==> src/rtl/sa_autosa_cacc_reg_pkg.sv <==
// Register map, field positions, reset values and shared types for the CACC multi-group config bank.
package sa_autosa_cacc_reg_pkg;

  localparam logic [11:0] OFF_S_STATUS   = 12'h000;
  localparam logic [11:0] OFF_S_POINTER  = 12'h004;
  localparam logic [11:0] OFF_OP_ENABLE  = 12'h008;
  localparam logic [11:0] OFF_MISC       = 12'h00c;
  localparam logic [11:0] OFF_SIZE0      = 12'h010;
  localparam logic [11:0] OFF_SIZE1      = 12'h014;
  localparam logic [11:0] OFF_ADDR       = 12'h018;
  localparam logic [11:0] OFF_BATCH      = 12'h01c;
  localparam logic [11:0] OFF_LINE_STRD  = 12'h020;
  localparam logic [11:0] OFF_SURF_STRD  = 12'h024;
  localparam logic [11:0] OFF_MAP        = 12'h028;
  localparam logic [11:0] OFF_CLIP       = 12'h02c;
  localparam logic [11:0] OFF_SAT        = 12'h030;
  localparam logic [11:0] OFF_CYA        = 12'h034;
  localparam logic [11:0] OFF_S_INTR     = 12'h038;

  localparam int STATUS_WR_ERR_BIT = 16;
  localparam int POINTER_CONS_LSB  = 16;
  localparam int INTR_ERR_BIT      = 16;
  localparam int MISC_PREC_LSB     = 12;
  localparam int SIZE0_H_LSB       = 16;
  localparam int MAP_SURF_BIT      = 16;

  localparam logic [1:0] PREC_RST = 2'b01;

  typedef struct packed {
    logic [1:0]  proc_precision;
    logic        cosa_mode;
    logic        line_packed;
    logic        surf_packed;
    logic [4:0]  batches;
    logic [4:0]  clip_truncate;
    logic [31:0] cya;
  } cacc_ctl_t;

  localparam cacc_ctl_t CTL_RST = '{
    proc_precision: PREC_RST,
    cosa_mode:      1'b0,
    line_packed:    1'b0,
    surf_packed:    1'b0,
    batches:        5'd0,
    clip_truncate:  5'd0,
    cya:            32'd0
  };

  // Writable per-group fields; SAT is read-only and excluded so it never flags a protection error.
  function automatic logic is_group_field(input logic [11:0] off);
    case (off)
      OFF_MISC, OFF_SIZE0, OFF_SIZE1, OFF_ADDR, OFF_BATCH, OFF_LINE_STRD,
      OFF_SURF_STRD, OFF_MAP, OFF_CLIP, OFF_CYA: is_group_field = 1'b1;
      default:                                   is_group_field = 1'b0;
    endcase
  endfunction

endpackage

==> src/rtl/sa_autosa_cacc_reg_group.sv <==
// One CACC config register group: field flops, write decode for an already-qualified strobe, read mux.
module sa_autosa_cacc_reg_group
  import sa_autosa_cacc_reg_pkg::*;
#(
  parameter int DIM_W    = 13,
  parameter int STRIDE_W = 24,
  parameter int ADDR_W   = 32
) (
  input  logic                i_clk,
  input  logic                i_rst_n,
  input  logic                i_wr_en,
  input  logic [11:0]         i_offset,
  input  logic [31:0]         i_wr_data,
  input  logic                i_sat_we,
  input  logic [31:0]         i_sat_data,
  output cacc_ctl_t           o_ctl,
  output logic [DIM_W-1:0]    o_height,
  output logic [DIM_W-1:0]    o_width,
  output logic [DIM_W-1:0]    o_channel,
  output logic [ADDR_W-1:0]   o_addr,
  output logic [STRIDE_W-1:0] o_line_stride,
  output logic [STRIDE_W-1:0] o_surf_stride,
  output logic [31:0]         o_rd_data
);

  cacc_ctl_t             r_ctl;
  logic [DIM_W-1:0]      r_height, r_width, r_channel;
  logic [ADDR_W-1:0]     r_addr;
  logic [STRIDE_W-1:0]   r_line_stride, r_surf_stride;
  logic [31:0]           r_sat;

  always_ff @(posedge i_clk or negedge i_rst_n) begin
    if (!i_rst_n) begin
      r_ctl         <= CTL_RST;
      r_height      <= '0;
      r_width       <= '0;
      r_channel     <= '0;
      r_addr        <= '0;
      r_line_stride <= '0;
      r_surf_stride <= '0;
      r_sat         <= '0;
    end else begin
      if (i_wr_en) begin
        case (i_offset)
          OFF_MISC: begin
            r_ctl.proc_precision <= i_wr_data[MISC_PREC_LSB +: 2];
            r_ctl.cosa_mode      <= i_wr_data[0];
          end
          OFF_SIZE0: begin
            r_height <= i_wr_data[SIZE0_H_LSB +: DIM_W];
            r_width  <= i_wr_data[DIM_W-1:0];
          end
          OFF_SIZE1:     r_channel     <= i_wr_data[DIM_W-1:0];
          OFF_ADDR:      r_addr        <= i_wr_data[ADDR_W-1:0];
          OFF_BATCH:     r_ctl.batches <= i_wr_data[4:0];
          OFF_LINE_STRD: r_line_stride <= i_wr_data[STRIDE_W-1:0];
          OFF_SURF_STRD: r_surf_stride <= i_wr_data[STRIDE_W-1:0];
          OFF_MAP: begin
            r_ctl.line_packed <= i_wr_data[0];
            r_ctl.surf_packed <= i_wr_data[MAP_SURF_BIT];
          end
          OFF_CLIP:      r_ctl.clip_truncate <= i_wr_data[4:0];
          OFF_CYA:       r_ctl.cya           <= i_wr_data;
          default: ;
        endcase
      end
      if (i_sat_we) r_sat <= i_sat_data;
    end
  end

  always_comb begin
    o_rd_data = '0;
    case (i_offset)
      OFF_MISC: begin
        o_rd_data[MISC_PREC_LSB +: 2] = r_ctl.proc_precision;
        o_rd_data[0]                  = r_ctl.cosa_mode;
      end
      OFF_SIZE0: begin
        o_rd_data[SIZE0_H_LSB +: DIM_W] = r_height;
        o_rd_data[DIM_W-1:0]            = r_width;
      end
      OFF_SIZE1:     o_rd_data[DIM_W-1:0]    = r_channel;
      OFF_ADDR:      o_rd_data[ADDR_W-1:0]   = r_addr;
      OFF_BATCH:     o_rd_data[4:0]          = r_ctl.batches;
      OFF_LINE_STRD: o_rd_data[STRIDE_W-1:0] = r_line_stride;
      OFF_SURF_STRD: o_rd_data[STRIDE_W-1:0] = r_surf_stride;
      OFF_MAP: begin
        o_rd_data[0]            = r_ctl.line_packed;
        o_rd_data[MAP_SURF_BIT] = r_ctl.surf_packed;
      end
      OFF_CLIP:      o_rd_data[4:0] = r_ctl.clip_truncate;
      OFF_SAT:       o_rd_data      = r_sat;
      OFF_CYA:       o_rd_data      = r_ctl.cya;
      default: ;
    endcase
  end

  assign o_ctl         = r_ctl;
  assign o_height      = r_height;
  assign o_width       = r_width;
  assign o_channel     = r_channel;
  assign o_addr        = r_addr;
  assign o_line_stride = r_line_stride;
  assign o_surf_stride = r_surf_stride;

endmodule

==> src/rtl/sa_autosa_cacc_reg_bank.sv <==
// N-deep ping-pong CACC config bank: producer/consumer pointers, op_en sequencing, write protection.
// Define AUTOSA_CACC_REG_IRQ_EN to add the S_INTR register (0x038) and the o_irq output.
module sa_autosa_cacc_reg_bank
  import sa_autosa_cacc_reg_pkg::*;
#(
  parameter int NUM_GROUPS = 2,
  parameter int DIM_W      = 13,
  parameter int STRIDE_W   = 24,
  parameter int ADDR_W     = 32
) (
  input  logic                i_autosa_core_clk,
  input  logic                i_autosa_core_rstn,
  input  logic [11:0]         i_reg_offset,
  input  logic                i_reg_wr_en,
  input  logic [31:0]         i_reg_wr_data,
  output logic [31:0]         o_reg_rd_data,
  input  logic                i_dp_op_done,
  input  logic [31:0]         i_dp_sat_count,
  output logic                o_dp_op_en,
  output logic                o_dp_op_start,
  output logic [4:0]          o_dp_cfg_batches,
  output logic [4:0]          o_dp_cfg_clip_truncate,
  output logic [31:0]         o_dp_cfg_cya,
  output logic [ADDR_W-1:0]   o_dp_cfg_dataout_addr,
  output logic                o_dp_cfg_line_packed,
  output logic                o_dp_cfg_surf_packed,
  output logic [DIM_W-1:0]    o_dp_cfg_dataout_height,
  output logic [DIM_W-1:0]    o_dp_cfg_dataout_width,
  output logic [DIM_W-1:0]    o_dp_cfg_dataout_channel,
  output logic [STRIDE_W-1:0] o_dp_cfg_line_stride,
  output logic [STRIDE_W-1:0] o_dp_cfg_surf_stride,
  output logic                o_dp_cfg_cosa_mode,
  output logic [1:0]          o_dp_cfg_proc_precision
`ifdef AUTOSA_CACC_REG_IRQ_EN
  ,output logic               o_irq
`endif
);

  localparam int               PTR_W    = $clog2(NUM_GROUPS);
  localparam logic [PTR_W-1:0] LAST_GRP = PTR_W'(NUM_GROUPS - 1);
  localparam logic [PTR_W:0]   NG_LIM   = (PTR_W + 1)'(NUM_GROUPS);

  logic [PTR_W-1:0]      r_prod, r_cons, w_cons_nxt;
  logic [NUM_GROUPS-1:0] r_op_en, w_op_en_nxt;
  logic                  r_wr_err, r_dp_op_en, r_dp_op_start;
  logic                  w_done_acc, w_field_wr, w_field_ok, w_err_set, w_err_clr, w_en_set, w_prod_wr;
  logic [31:0]           w_rd_data;

  cacc_ctl_t             w_ctl         [NUM_GROUPS];
  logic [DIM_W-1:0]      w_height      [NUM_GROUPS];
  logic [DIM_W-1:0]      w_width       [NUM_GROUPS];
  logic [DIM_W-1:0]      w_channel     [NUM_GROUPS];
  logic [ADDR_W-1:0]     w_addr        [NUM_GROUPS];
  logic [STRIDE_W-1:0]   w_line_stride [NUM_GROUPS];
  logic [STRIDE_W-1:0]   w_surf_stride [NUM_GROUPS];
  logic [31:0]           w_grp_rd      [NUM_GROUPS];

  assign w_done_acc = i_dp_op_done & r_op_en[r_cons];
  assign w_field_wr = i_reg_wr_en & is_group_field(i_reg_offset);
  assign w_field_ok = w_field_wr & ~r_op_en[r_prod];
  assign w_err_set  = (w_field_wr & r_op_en[r_prod]) | (i_dp_op_done & ~r_op_en[r_cons]);
  assign w_err_clr  = i_reg_wr_en & (i_reg_offset == OFF_S_STATUS) & i_reg_wr_data[STATUS_WR_ERR_BIT];
  assign w_en_set   = i_reg_wr_en & (i_reg_offset == OFF_OP_ENABLE) & i_reg_wr_data[0];
  assign w_prod_wr  = i_reg_wr_en & (i_reg_offset == OFF_S_POINTER)
                    & ({1'b0, i_reg_wr_data[PTR_W-1:0]} < NG_LIM);
  assign w_cons_nxt = !w_done_acc ? r_cons : (r_cons == LAST_GRP) ? '0 : r_cons + PTR_W'(1);

  // Done retires the consumer group first so a same-cycle enable of that group still lands.
  always_comb begin
    w_op_en_nxt = r_op_en;
    if (w_done_acc) w_op_en_nxt[r_cons] = 1'b0;
    if (w_en_set)   w_op_en_nxt[r_prod] = 1'b1;
  end

  always_ff @(posedge i_autosa_core_clk or negedge i_autosa_core_rstn) begin
    if (!i_autosa_core_rstn) begin
      r_prod        <= '0;
      r_cons        <= '0;
      r_op_en       <= '0;
      r_wr_err      <= 1'b0;
      r_dp_op_en    <= 1'b0;
      r_dp_op_start <= 1'b0;
    end else begin
      if (w_prod_wr) r_prod <= i_reg_wr_data[PTR_W-1:0];
      r_cons        <= w_cons_nxt;
      r_op_en       <= w_op_en_nxt;
      r_wr_err      <= w_err_set | (r_wr_err & ~w_err_clr);
      r_dp_op_en    <= w_op_en_nxt[w_cons_nxt];
      r_dp_op_start <= w_op_en_nxt[w_cons_nxt] & (w_done_acc | ~r_dp_op_en);
    end
  end

  for (genvar g = 0; g < NUM_GROUPS; g++) begin : g_grp
    sa_autosa_cacc_reg_group #(
      .DIM_W    (DIM_W),
      .STRIDE_W (STRIDE_W),
      .ADDR_W   (ADDR_W)
    ) u_grp (
      .i_clk         (i_autosa_core_clk),
      .i_rst_n       (i_autosa_core_rstn),
      .i_wr_en       (w_field_ok && (r_prod == PTR_W'(g))),
      .i_offset      (i_reg_offset),
      .i_wr_data     (i_reg_wr_data),
      .i_sat_we      (w_done_acc && (r_cons == PTR_W'(g))),
      .i_sat_data    (i_dp_sat_count),
      .o_ctl         (w_ctl[g]),
      .o_height      (w_height[g]),
      .o_width       (w_width[g]),
      .o_channel     (w_channel[g]),
      .o_addr        (w_addr[g]),
      .o_line_stride (w_line_stride[g]),
      .o_surf_stride (w_surf_stride[g]),
      .o_rd_data     (w_grp_rd[g])
    );
  end

`ifdef AUTOSA_CACC_REG_IRQ_EN
  logic [NUM_GROUPS-1:0] r_intr_done, w_intr_done_set, w_intr_done_nxt;
  logic                  r_intr_err, w_intr_err_nxt, r_irq, w_intr_wr;

  assign w_intr_wr = i_reg_wr_en & (i_reg_offset == OFF_S_INTR);

  // Set terms are OR'd after the W1C mask so a same-cycle event is never lost.
  always_comb begin
    w_intr_done_set = '0;
    if (w_done_acc) w_intr_done_set[r_cons] = 1'b1;
    w_intr_done_nxt = (r_intr_done & ~({NUM_GROUPS{w_intr_wr}} & i_reg_wr_data[NUM_GROUPS-1:0]))
                    | w_intr_done_set;
    w_intr_err_nxt  = (r_intr_err & ~(w_intr_wr & i_reg_wr_data[INTR_ERR_BIT])) | w_err_set;
  end

  always_ff @(posedge i_autosa_core_clk or negedge i_autosa_core_rstn) begin
    if (!i_autosa_core_rstn) begin
      r_intr_done <= '0;
      r_intr_err  <= 1'b0;
      r_irq       <= 1'b0;
    end else begin
      r_intr_done <= w_intr_done_nxt;
      r_intr_err  <= w_intr_err_nxt;
      r_irq       <= (|w_intr_done_nxt) | w_intr_err_nxt;
    end
  end

  assign o_irq = r_irq;
`endif

  always_comb begin
    w_rd_data = '0;
    case (i_reg_offset)
      OFF_S_STATUS: begin
        w_rd_data[NUM_GROUPS-1:0]      = r_op_en;
        w_rd_data[STATUS_WR_ERR_BIT]   = r_wr_err;
      end
      OFF_S_POINTER: begin
        w_rd_data[PTR_W-1:0]               = r_prod;
        w_rd_data[POINTER_CONS_LSB +: PTR_W] = r_cons;
      end
      OFF_OP_ENABLE: w_rd_data[0] = r_op_en[r_prod];
`ifdef AUTOSA_CACC_REG_IRQ_EN
      OFF_S_INTR: begin
        w_rd_data[NUM_GROUPS-1:0] = r_intr_done;
        w_rd_data[INTR_ERR_BIT]   = r_intr_err;
      end
`endif
      default: w_rd_data = w_grp_rd[r_prod];
    endcase
  end

  assign o_reg_rd_data            = w_rd_data;
  assign o_dp_op_en               = r_dp_op_en;
  assign o_dp_op_start            = r_dp_op_start;
  assign o_dp_cfg_batches         = w_ctl[r_cons].batches;
  assign o_dp_cfg_clip_truncate   = w_ctl[r_cons].clip_truncate;
  assign o_dp_cfg_cya             = w_ctl[r_cons].cya;
  assign o_dp_cfg_line_packed     = w_ctl[r_cons].line_packed;
  assign o_dp_cfg_surf_packed     = w_ctl[r_cons].surf_packed;
  assign o_dp_cfg_cosa_mode       = w_ctl[r_cons].cosa_mode;
  assign o_dp_cfg_proc_precision  = w_ctl[r_cons].proc_precision;
  assign o_dp_cfg_dataout_addr    = w_addr[r_cons];
  assign o_dp_cfg_dataout_height  = w_height[r_cons];
  assign o_dp_cfg_dataout_width   = w_width[r_cons];
  assign o_dp_cfg_dataout_channel = w_channel[r_cons];
  assign o_dp_cfg_line_stride     = w_line_stride[r_cons];
  assign o_dp_cfg_surf_stride     = w_surf_stride[r_cons];

endmodule

==> config.mk <==
export PLATFORM = sky130hd
export DESIGN_NAME = sa_autosa_cacc_reg_bank
export DESIGN_NICKNAME = d
export VERILOG_FILES = /design/src/rtl/sa_autosa_cacc_reg_pkg.sv /design/src/rtl/sa_autosa_cacc_reg_group.sv /design/src/rtl/sa_autosa_cacc_reg_bank.sv
export SDC_FILE = /design/constraint.sdc
export NUM_CORES = 1
export LEC_CHECK = 0
export ABC_AREA = 1
export BUFFER_PORTS_ARGS = -buffer_cell sky130_fd_sc_hd__buf_2
export CAP_MARGIN = 20
export CORE_MARGIN = 3
export CORE_UTILIZATION = 35
export DETAILED_ROUTE_END_ITERATION = 7
export SLEW_MARGIN = 20
export SYNTH_ARGS = -nofsm -noshare
export SYNTH_HDL_FRONTEND = slang
export SYNTH_SLANG_ARGS = --single-unit
==> constraint.sdc <==
create_clock -name i_autosa_core_clk -period 2.3 [get_ports i_autosa_core_clk]
set_input_delay 0.345 -clock i_autosa_core_clk [delete_from_list [all_inputs] [get_ports i_autosa_core_clk]]
set_output_delay 0.345 -clock i_autosa_core_clk [all_outputs]
set_load 0.02 [all_outputs]
Word-level counts from Yosys, hierarchy flattened
Cells that the tools add are included.

Bitwise logic cells: 26. Order comparisons: 7. Add/subtract/negate cells: 1. Multiply operators: 0. Multiplexer cells: 64. Div/mod/pow operators: 0. Shift operators: 0. Equal/unequal tests: 13. Reductions and logical operators: 30.

Operators by type and width (count): 32-bit 2-to-1 mux (6); 24-bit 2-to-1 mux (6); 47-bit 2-to-1 mux (3); 13-bit 2-to-1 mux (9); 7-bit one-hot mux with 7 select lines (2); 7-bit one-hot mux with 6 select lines (2); 12-bit by 6-bit == test with 1-bit output, second input constant (6); 4-bit one-hot mux with 9 select lines (2); 12-bit by 5-bit == test with 1-bit output, second input constant (4); 5-bit one-hot mux with 4 select lines (2); 2-bit AND reduction (20); 12-bit by 4-bit == test with 1-bit output, second input constant (2); 1-bit one-hot mux with 11 select lines (2); 2-bit one-hot mux with 5 select lines (2); 3-bit one-hot mux with 3 select lines (2); 1-bit one-hot mux with 8 select lines (2); 15-bit 2-to-1 mux (1); 14-bit 2-to-1 mux (1); 1-bit one-hot mux with 7 select lines (2); 1-bit bitwise AND (12); 12-bit by 3-bit == test with 1-bit output, second input constant (1); 12-bit logical NOT (1); 1-bit one-hot mux with 6 select lines (2); 1-bit 2-to-1 mux (11); 18 further kinds (38).

Latch bits: 0. Logic and storage cells: 175. Output and inout port bits: 200. Memories kept: 0. Input bits: 80. Register bits after elaboration: 403. Memory bits (read-only): 0. RAM bits: 0.

Logic depth before layout (Yosys ltp)
Gate-level depths: netlist (run 1).

Word-level depth: 12. Mapped depth: 14.

Modules after synthesis
A second synthesis (run 1) with hierarchy kept.

Cell total of the unflattened synthesis: 2915. Area total of the unflattened synthesis: 21239.1 um^2.

Modules (own cells, without submodules): sa_autosa_cacc_reg_group at g_grp[0].u_grp (area each 9093.7 um^2, times used 1, cells each 1103, sequential area each 4956.0 um^2); sa_autosa_cacc_reg_group at g_grp[1].u_grp (area each 9062.4 um^2, times used 1, cells each 1093, sequential area each 4956.0 um^2); sa_autosa_cacc_reg_bank (area each 3083.0 um^2, times used 1, cells each 719, sequential area each 175.2 um^2).

Least setup slack after synthesis (run 1)
No wires, ideal clock.

Path type: flip-flop to flip-flop. Start: reg r_cons. End: reg g_grp[1].u_grp.r_sat[0]. Arrival time: 2.302 ns. Path slack: -0.127 ns. Cell stages (with the launch flop): 11. Required time: 2.175 ns. Setup time: 0.125 ns. Period minus slack after synthesis: 2.427 ns. Cell sequence: dfrtp_1 -> clkbuf_1 -> clkbuf_1 -> clkinv_1 -> nand2_1 -> o21ai_0 -> nor2_1 -> ha_1 -> clkbuf_1 -> clkbuf_1 -> mux2_2.

Longest elaborated chain between the ends: 4.

Ends and longest elaborated chain: start: declaration (line sa_autosa_cacc_reg_bank.sv:43) `logic [PTR_W-1:0] r_prod, r_cons, w_cons_nxt;`; start signal: assignment (line sa_autosa_cacc_reg_bank.sv:85) `r_cons <= w_cons_nxt;`; 1-bit 2-to-1 mux (not written as such) (2 in series) (line sa_autosa_cacc_reg_bank.sv:58) `assign w_done_acc = i_dp_op_done & r_op_en[r_cons];`; 1-bit bitwise AND (line sa_autosa_cacc_reg_bank.sv:58); 1-bit logical AND * (line sa_autosa_cacc_reg_bank.sv:104) `.i_sat_we (w_done_acc && (r_cons == PTR_W'(g))),`; via g_grp[1].u_grp.i_sat_we (line sa_autosa_cacc_reg_group.sv:14) `input logic i_sat_we,`; end signal: assignment (line sa_autosa_cacc_reg_group.sv:67) `if (i_sat_we) r_sat <= i_sat_data;`; end: declaration (line sa_autosa_cacc_reg_group.sv:30) `logic [31:0] r_sat;`.

The timed path passes the listed nets; every way through them passes the cells marked *. The select of a mux whose other input is x is not followed. A chain may end at the register's enable or synchronous reset.

Final worst setup path (run 1)
Start: in i_reg_offset[9]. End: out o_reg_rd_data[12].

Longest elaborated chain between the ends: 6. Elaborated cells between the ends (all ways): 18. Classes of those cells: eq/ne: 10; mux: 6; reduce/logical: 2.

Ends and longest elaborated chain: start: declaration (line sa_autosa_cacc_reg_bank.sv:13) `input logic [11:0] i_reg_offset,`; 12-bit by 6-bit == test with 1-bit output (tied with other cells) (line sa_autosa_cacc_reg_group.sv:73) `case (i_offset)`; 1-bit one-hot mux with 8 select lines (line sa_autosa_cacc_reg_group.sv:73); 32-bit 2-to-1 mux (not written as such) (3 in series) (line sa_autosa_cacc_reg_bank.sv:165) `default: w_rd_data = w_grp_rd[r_prod];`; 14-bit 2-to-1 mux * (line sa_autosa_cacc_reg_bank.sv:149) `case (i_reg_offset)`; end: declaration (line sa_autosa_cacc_reg_bank.sv:16) `output logic [31:0] o_reg_rd_data,`.

Every way passes the cells marked *; elsewhere a longest branch is shown, timed or not. The select of a mux whose other input is x is not followed.

==> impl_metrics.tcl, run 1 <==
set metrics [dict create \
    timing.final.hold_violations 0 \
    design.core.area_mm2 0.0578 \
    total_power_mw 20.1 \
    fin_hold_ws_ns 0.0155 \
    fin_util_pct 50.7 \
    maxClockFrequency_mhz 418 \
    clock_tree_from_tritoncts "built" \
    detailedRoute.firstIterationViolations 1849 \
    layout.nets 3220 \
    yosysUniqueCellTypes 42 \
    route.detailed.vias_per_inst 5.19 \
    post_drt_wl_per_cell_um 21.4 \
    ffs_latches_synth 403 \
    finalSetupTns_ns -2.04 \
    grt_usage_pct 26.5 \
    power.density_cell_area_mw_per_mm2 685 \
    status "finished, violations left" \
    timing.critical_path.slowest_stage_cell "sky130_fd_sc_hd__buf_4" \
    htreeDepth 2 \
    ff_latch_area_mm2 0.0101 \
    initial_core_utilization_pct 35.5 \
    cp.arrival_ns 2.05 \
    syn-instance-count 2679 \
    cts_buffers 47 \
    tightestPinTransition_ns 0.787 \
    layout_worst_path_cycle_share_pct 104 \
    crit_family "simple AND/OR/NAND/NOR gates" \
    syn-cell-area_mm2 0.0205 \
    synth.net_count 2761 \
    top_level_ports 280 \
    max_cap_viol_count 0 \
    clock_insertion_delay_worst_skew_ns 0.58 \
    area.growth.synth_to_final_pct 43.0 \
    synth_async_sr_flop_share_pct 100 \
    gr-total-overflow 0 \
    setup_viol 58 \
    floorplan.die.height_um 248 \
    slew_headroom_pct 47.5 \
    layout.filler_cells 5436 \
    final_antenna_net_count 0 \
    final_critical_path_setup_slack_ns -0.0942 \
    drc 0 \
    final_period_minus_worst_setup_slack_ns 2.39 \
    worst-path-buf-inv 5 \
    fp.dieW_um 248 \
    mean_area_per_synthesized_cell_um2 7.65 \
    path_max_fanout 8 \
    port_buffers 279 \
    grt_max_degree 61 \
    synth_top_flop_cell "sky130_fd_sc_hd__dfrtp_1" \
    rrSetupSlack_ns 0.14 \
    max_stage_delay_ns 0.18 \
    violations "negative setup slack" \
    path_clk_slew_ns 0.06 \
    timing.hold.worst.class "input port to register" \
    maxSlewViolCount 0 \
    grt_pass1_vias 19400 \
    antenna_found_initial 1 \
    reg2reg_depth 7 \
    layoutNonFillerInstCount 3940 \
    buffer_type_at_the_clock_tree_root "sky130_fd_sc_hd__clkbuf_16" \
    routabilityCongestion 0.930 \
    drtPass1Iterations 6 \
    number_of_cells_on_the_worst_hold_path 3 \
    multi_input_comb_area_mm2 0.00972 \
    vdd_drop_max_uv 529 \
    synth_edf_count 0 \
    timing.hold.worst.start "i_dp_sat_count[30]" \
    num_rows 88 \
    post_route_cells_drive_above_1_share_pct 29.9 \
    drt_wl_total_um 84500 \
    rsz0062_at_grt "yes" \
    detailed_place_hpwl_um 53800 \
    synth_seq_area_share_pct 49.2 \
    num_vias 20500 \
    crit-reg2reg-capture "g_grp[1].u_grp.r_sat[1]" \
    timing.critical_path.mode_cell "sky130_fd_sc_hd__buf_6" \
    p_leak_nw 13.7 \
    cts_num_sinks 403 \
    crit-reg2reg-launch "r_cons" \
    worstSetupEndpointType "output pin" \
    synth-warning-count 0 \
    cp.required_ns 1.96 \
    critical_path_cell_count 14 \
    cp_cell_sequence "buf_6 -> nor2_4 -> nand2_8 -> nor2_8 -> nand2_8 -> buf_4 -> nor3_4 -> buf_6 -> nor2_1 -> nand2_1 -> nand2_1 -> a21oi_2 -> buf_4 -> buf_6" \
    startpoint_type "input port" \
    numPlacedInstances 3748 \
    timing_worst_setup_path_type "input port to output pin" \
    fp.dieArea_mm2 0.0615 \
    grt_first_pass_wirelength_um 122000 \
    fin_worst_skew_ns 0.00792 \
    holdPathEnd "g_grp[0].u_grp.r_sat[30]" \
    clockBufferDepth 3 \
]
==> how the worst max path moves through the flow <==
stage | endpoint | startpoint | slack, ns
final | o_reg_rd_data[12] | i_reg_offset[9] | -0.09
after global routing | o_reg_rd_data[16] | i_reg_offset[9] | -0.17
after CTS | o_dp_cfg_line_stride[15] | r_cons | -0.11
after detailed placement | o_reg_rd_data[4] | i_reg_offset[9] | -0.34
after global placement | o_reg_rd_data[4] | i_reg_offset[9] | -0.34
after floorplan | o_reg_rd_data[30] | i_reg_offset[1] | 0.004
==> synthesized netlist by cell type (2+ instances only) <==
cell type / instances / area share [%]
sky130_fd_sc_hd__nor2_2: 7 / 0.21
sky130_fd_sc_hd__ha_1: 2 / 0.12
sky130_fd_sc_hd__nand2_1: 890 / 16
sky130_fd_sc_hd__dfrtp_1: 401 / 49
sky130_fd_sc_hd__inv_1: 269 / 4.9
sky130_fd_sc_hd__o21ai_0: 377 / 9.2
sky130_fd_sc_hd__and3_1: 2 / 0.061
sky130_fd_sc_hd__a21oi_1: 26 / 0.63
sky130_fd_sc_hd__nand2_2: 4 / 0.12
sky130_fd_sc_hd__mux2_2: 6 / 0.33
sky130_fd_sc_hd__nand3_2: 3 / 0.15
sky130_fd_sc_hd__nand4_1: 26 / 0.79
sky130_fd_sc_hd__inv_2: 7 / 0.13
sky130_fd_sc_hd__nor3_1: 14 / 0.34
sky130_fd_sc_hd__clkbuf_1: 88 / 1.6
sky130_fd_sc_hd__a22o_1: 3 / 0.13
sky130_fd_sc_hd__nand3_1: 47 / 1.1
sky130_fd_sc_hd__nand3b_1: 2 / 0.073
sky130_fd_sc_hd__nor2_1: 93 / 1.7
sky130_fd_sc_hd__o22ai_1: 60 / 1.8
sky130_fd_sc_hd__buf_6: 23 / 1.3
sky130_fd_sc_hd__o21ai_2: 13 / 0.56
sky130_fd_sc_hd__a211oi_1: 5 / 0.18
sky130_fd_sc_hd__o2111ai_1: 5 / 0.21
sky130_fd_sc_hd__buf_1: 3 / 0.055
sky130_fd_sc_hd__nand4_2: 4 / 0.24
sky130_fd_sc_hd__dfstp_2: 2 / 0.26
sky130_fd_sc_hd__buf_2: 56 / 1.4
sky130_fd_sc_hd__o211ai_1: 2 / 0.073
sky130_fd_sc_hd__nor2_4: 3 / 0.16
sky130_fd_sc_hd__nand4_4: 11 / 1.1
sky130_fd_sc_hd__clkinv_1: 2 / 0.037
sky130_fd_sc_hd__o21ai_1: 214 / 5.2
==> stage by stage <==
| stage | worst slack, ns | instance area (µm²) |
|---|---|---|
| after CTS | -0.115 | 27900 |
| after detailed placement | -0.338 | 24200 |
| after floorplan | 0.00393 | 20500 |
| final | -0.0942 | 29300 |
| after global placement | -0.336 | 24200 |
| after global routing | -0.166 | 29300 |
==> routing by layer <==
metal	share of wire [%]	track usage [%]	vias up
li1	-	-	9640
met3	8.2	5.10	180
met1	42	35.9	9735
met5	0	0	-
met2	46	41.6	913
met4	4.0	11.5	0
==> registers in the layout, summed over array words and instances, names as in the netlist <==
register	flops
g_grp.u_grp.o_addr	64
g_grp.u_grp.o_channel	26
g_grp.u_grp.o_ctl	94
g_grp.u_grp.o_height	26
g_grp.u_grp.o_line_stride	48
g_grp.u_grp.o_surf_stride	48
g_grp.u_grp.o_width	26
g_grp.u_grp.r_sat	64
o_dp_op_en	1
o_dp_op_start	1
r_cons	1
r_op_en	2
r_prod	1
r_wr_err	1
==> final cells by class <==
class                      instances  area share [%]
sequential                       403            34.4
multi-input combinational       1826            33.2
timing repair buffer             581            19.7
clock buffer                      70            4.83
inverter                         279            3.76
tap                              765            3.27
clock inverter                    15           0.875
antenna                            1         0.00854
==> worst min-delay path: cells and delay by family <==
family | cells | cell delay [ns]
simple gates | 1 | 0.04
compound gates | 1 | 0.06
buf+inv | 1 | 0.11
==> cell usage in the layout, fill, tap and decap left out, types with 6 or more instances in the layout <==
cell	count
sky130_fd_sc_hd__nand3_1	38
sky130_fd_sc_hd__nand4_1	26
sky130_fd_sc_hd__clkbuf_1	10
sky130_fd_sc_hd__o21ai_1	275
sky130_fd_sc_hd__nor3_2	6
sky130_fd_sc_hd__clkinv_2	6
sky130_fd_sc_hd__bufinv_16	7
sky130_fd_sc_hd__nor2_4	16
sky130_fd_sc_hd__o21ai_0	203
sky130_fd_sc_hd__o22ai_1	39
sky130_fd_sc_hd__dfrtp_1	399
sky130_fd_sc_hd__mux2_2	6
sky130_fd_sc_hd__dlygate4sd3_1	21
sky130_fd_sc_hd__buf_6	76
sky130_fd_sc_hd__buf_4	231
sky130_fd_sc_hd__nand2_1	846
sky130_fd_sc_hd__nand4_4	11
sky130_fd_sc_hd__nor2_1	71
sky130_fd_sc_hd__nand3_2	8
sky130_fd_sc_hd__inv_1	256
sky130_fd_sc_hd__inv_2	17
sky130_fd_sc_hd__nor2_2	16
sky130_fd_sc_hd__o21ai_4	11
sky130_fd_sc_hd__nand2_4	7
sky130_fd_sc_hd__clkbuf_8	11
sky130_fd_sc_hd__buf_16	11
sky130_fd_sc_hd__buf_2	150
sky130_fd_sc_hd__nand2_8	8
sky130_fd_sc_hd__clkbuf_16	56
sky130_fd_sc_hd__o21ai_2	115
sky130_fd_sc_hd__nand2_2	34
sky130_fd_sc_hd__buf_12	77
sky130_fd_sc_hd__o22ai_2	18
sky130_fd_sc_hd__a21oi_2	6
sky130_fd_sc_hd__a21oi_1	20
==> power by group <==
group          switching [mW]  internal, mW  leakage [nW]
clock network            3.10          5.03         0.822
logic                    2.63          1.42          7.39
registers               0.231          7.66          5.50
total                    5.96          14.1          13.7
==> kinds of logic (layout without fill, tap and decap cells) <==
group           Yosys count  in the layout  share of synthesized area, %
flops                   403            403                          49.2
other cells               0              1                             0
fa+ha+maj                 2              2                         0.122
simple gates           1109           1109                          22.6
buf+inv                 450            945                          9.52
compound gates          709            709                          18.2
mux                       6              6                         0.330
==> timing repair <==
item | 4_1_cts | 5_1_grt
resized for setup | 414 | 326
hold buffers | 21 | 0
endpoints found under the hold margin | 83 | 0
setup endpoints to repair | 157 | 176
setup buffers | 38 | 32
pin swaps | 59 | 76
cloned | 13 | 8
Power figures use the tool's default switching activity.
==> run 2, diff against run 1 <==
--- a/config.mk
+++ b/config.mk
@@ -5,7 +5,6 @@
 export SDC_FILE = /design/constraint.sdc
 export NUM_CORES = 1
 export LEC_CHECK = 0
-export ABC_AREA = 1
 export BUFFER_PORTS_ARGS = -buffer_cell sky130_fd_sc_hd__buf_2
 export CAP_MARGIN = 20
 export CORE_MARGIN = 3
@@ -15,3 +14,4 @@
 export SYNTH_ARGS = -nofsm -noshare
 export SYNTH_HDL_FRONTEND = slang
 export SYNTH_SLANG_ARGS = --single-unit
+export TNS_END_PERCENT = 50
==> run 2 against run 1 <==
The run still ends with negative setup slack left. Count of clock-buffer cells in the layout rose by 3. Fmax fell by 20%. Area after synthesis rose by 0.11%. Critical path type unchanged. Largest cell class is now multi-input gates. Cell count fell by 27%. Register-to-register slack barely moved. Clock skew barely moved. Hold slack got worse by 0.0012 ns. Power fell by 22%. Synthesized cell count fell by 40%. Largest power group unchanged. Combinational power fell by 76%. Sequential cell count did not move.
==> impl_metrics.tcl, run 2 <==
set metrics [dict create \
    grt_max_degree 94 \
    synth_top_flop_cell "sky130_fd_sc_hd__dfrtp_1" \
    synth.cells.most_frequent "sky130_fd_sc_hd__mux2_2, sky130_fd_sc_hd__dfrtp_1, sky130_fd_sc_hd__clkbuf_1, sky130_fd_sc_hd__a22oi_1, sky130_fd_sc_hd__mux2i_1" \
    grt_first_pass_wirelength_um 123000 \
    most_common_cell_after_layout_fill_and_taps_aside "sky130_fd_sc_hd__mux2_2" \
    num_rows 88 \
    drc 0 \
    gr-total-overflow 0 \
    drtPass1Iterations 5 \
    syn-cell-area_mm2 0.0205 \
    worstSetupEndpointType "output pin" \
    vdd_drop_max_uv 524 \
    crit-reg2reg-launch "r_cons" \
    p_leak_nw 14.5 \
    final_period_minus_worst_setup_slack_ns 2.98 \
    rsz0062_at_grt "yes" \
    reg2reg_depth 7 \
    synth-warning-count 0 \
    grt_usage_pct 27.2 \
    timing_worst_setup_path_type "input port to output pin" \
    buffer_type_at_the_clock_tree_root "sky130_fd_sc_hd__clkbuf_16" \
    detailedRoute.firstIterationViolations 1390 \
    grt_pass1_vias 17500 \
    startpoint_type "input port" \
    synth.top_cells.by_area "sky130_fd_sc_hd__dfrtp_1, sky130_fd_sc_hd__mux2_2, sky130_fd_sc_hd__mux2i_1" \
    final_critical_path_setup_slack_ns -0.679 \
    timing.hold.worst.class "input port to register" \
    clock_insertion_delay_worst_skew_ns 0.57 \
    synth_async_sr_flop_share_pct 100 \
    fp.dieW_um 248 \
    floorplan.die.height_um 248 \
    fin_worst_skew_ns 0.00839 \
    drt_wl_total_um 86000 \
    number_of_cells_on_the_worst_hold_path 2 \
    synth_seq_area_share_pct 49.2 \
    initial_core_utilization_pct 35.5 \
    maxClockFrequency_mhz 336 \
    route.detailed.vias_per_inst 5.82 \
    dp_slack_ns -0.949 \
    cts_buffers 47 \
    max_cap_viol_count 0 \
    mean_area_per_synthesized_cell_um2 12.8 \
    path_clk_slew_ns 0.06 \
    timing.hold.worst.start "i_dp_sat_count[18]" \
    ffs_latches_synth 403 \
    post_drt_wl_per_cell_um 29.7 \
    largest_register_ff_count 94 \
    setup_viol 491 \
    finalSetupTns_ns -106.01 \
    post_route_cells_drive_above_1_share_pct 64.6 \
    tightestPinTransition_ns 0.590 \
    htreeDepth 2 \
    syn-instance-count 1600 \
    synth_edf_count 0 \
    synth.most_common_cell "sky130_fd_sc_hd__mux2_2" \
    synth.net_count 1682 \
    layout.nets 2172 \
    antenna_found_initial 6 \
    clockBufferDepth 3 \
    area.growth.synth_to_final_pct 44.1 \
    rrSetupSlack_ns 0.14 \
    cp.required_ns 1.96 \
    path_max_fanout 8 \
    timing.final.hold_violations 0 \
    port_buffers 279 \
    power.density_cell_area_mw_per_mm2 531 \
    netlist.top_cell.by_area "sky130_fd_sc_hd__dfrtp_1" \
    num_vias 16800 \
    status "finished, violations left" \
    layout.filler_cells 4903 \
    design.core.area_mm2 0.0578 \
    top_level_ports 280 \
    yosysUniqueCellTypes 55 \
    fp.dieArea_mm2 0.0616 \
    maxSlewViolCount 0 \
    clock_tree_from_tritoncts "built" \
    routabilityCongestion 0.915 \
    crit-reg2reg-capture "g_grp[1].u_grp.r_sat[1]" \
    mostFrequentLayoutCells "sky130_fd_sc_hd__mux2_2, sky130_fd_sc_hd__dfrtp_1, sky130_fd_sc_hd__buf_4" \
    final_antenna_net_count 0 \
    violations "negative setup slack" \
    cp.arrival_ns 2.63 \
    layout_worst_path_cycle_share_pct 130 \
    holdPathEnd "g_grp[0].u_grp.r_sat[18]" \
    synth_top_area_share_pct 48.9 \
    slew_headroom_pct 60.7 \
    detailed_place_hpwl_um 55400 \
    cts_num_sinks 403 \
]
## run 2: cell types whose count changed in the layout (fill, tap and decap cells not counted), moves of 39 or more
cell,previous run,this run
sky130_fd_sc_hd__mux2_2,6,412
sky130_fd_sc_hd__inv_1,256,5
sky130_fd_sc_hd__o21ai_2,115,1
sky130_fd_sc_hd__o21ai_0,203,22
sky130_fd_sc_hd__nand2_1,846,31
sky130_fd_sc_hd__mux2_4,0,174
sky130_fd_sc_hd__nor2_1,71,32
sky130_fd_sc_hd__mux2i_1,0,53
sky130_fd_sc_hd__o21ai_1,275,2
sky130_fd_sc_hd__a22oi_1,0,48
## run 2: metrics by stage
stage          hold slack, ns  power [mW]  cells  util, %  area [µm²]
5_1_grt                0.0118        16.1   2890     51.2       29600
3_3_place_gp            0.233        8.02   2720     43.0       24800
3_5_place_dp            0.231        8.03   2720     43.0       24800
6_report               0.0143        15.7   2892     51.2       29600
2_1_floorplan          0.0494        7.51   1600        -       21100
4_1_cts              0.000220        15.7   2881     49.9       28900
## run 2: worst max-delay path: stages
cell	delay, ns
sky130_fd_sc_hd__buf_6	0.09
sky130_fd_sc_hd__or4_4	0.59
sky130_fd_sc_hd__buf_8	0.16
sky130_fd_sc_hd__or2_4	0.25
sky130_fd_sc_hd__nor3_4	0.21
sky130_fd_sc_hd__buf_6	0.18
sky130_fd_sc_hd__buf_12	0.19
sky130_fd_sc_hd__a221o_1	0.17
sky130_fd_sc_hd__nor2_1	0.04
sky130_fd_sc_hd__a21oi_1	0.13
sky130_fd_sc_hd__buf_4	0.15
sky130_fd_sc_hd__buf_6	0.11
## run 2: cells by family after synthesis
kind of cell | Yosys count | share of synthesized area, %
AND/OR/NAND/NOR | 175 | 4.41
buffers and inverters | 145 | 3.03
AO/OA/AOI/OAI | 233 | 8.27
multiplexers | 642 | 35.0
adder cells (fa/ha/maj) | 2 | 0.122
flip-flops | 403 | 49.2
## run 2: layout make-up
class	instances	area, µm²	area share [%]
repair buffers	581	5510	18.6
flip-flops and latches	403	10100	34.1
clock buffers	73	1420	4.79
diodes	3	7.51	0.0254
well taps	765	957	3.24
inverters	5	18.8	0.0635
clock inverters	10	134	0.453
multi-input cells	1052	11400	38.7
## run 2: layer usage
metal | up-vias | global-route usage (%) | wire length (µm)
li1 | 6985 | - | -
met1 | 8837 | 36.8 | 35500
met2 | 788 | 44.0 | 40400
met3 | 218 | 4.67 | 6370
met4 | 4 | 9.85 | 3640
met5 | - | 0 | 31
## run 2: how the worst max path moves through the flow
| stage | startpoint | to | slack (ns) |
|---|---|---|---|
| global route | i_reg_offset[7] | o_reg_rd_data[24] | -0.72 |
| detailed placement | i_reg_offset[7] | o_reg_rd_data[13] | -0.95 |
| CTS | i_reg_offset[8] | o_reg_rd_data[24] | -0.65 |
| global placement | i_reg_offset[7] | o_reg_rd_data[13] | -0.98 |
| floorplan | i_reg_offset[7] | g_grp[1].u_grp.o_addr[10] | -0.87 |
| finish | i_reg_offset[7] | o_reg_rd_data[13] | -0.68 |
## run 2: what timing repair did
action / 4_1_cts / 5_1_grt
pin swaps: 50 / 39
endpoints found under the hold margin: 72 / 0
resized for setup: 365 / 167
hold buffers: 9 / 0
setup endpoints to repair: 463 / 455
setup buffers: 48 / 16
gates cloned: 22 / 4
## run 2: power by group
part           internal [mW]  total, mW  switching, mW
Sequential              7.09       7.10        0.00341
Combinational          0.362      0.988          0.626
Clock                   4.55       7.62           3.07
Total                   12.0       15.7           3.70
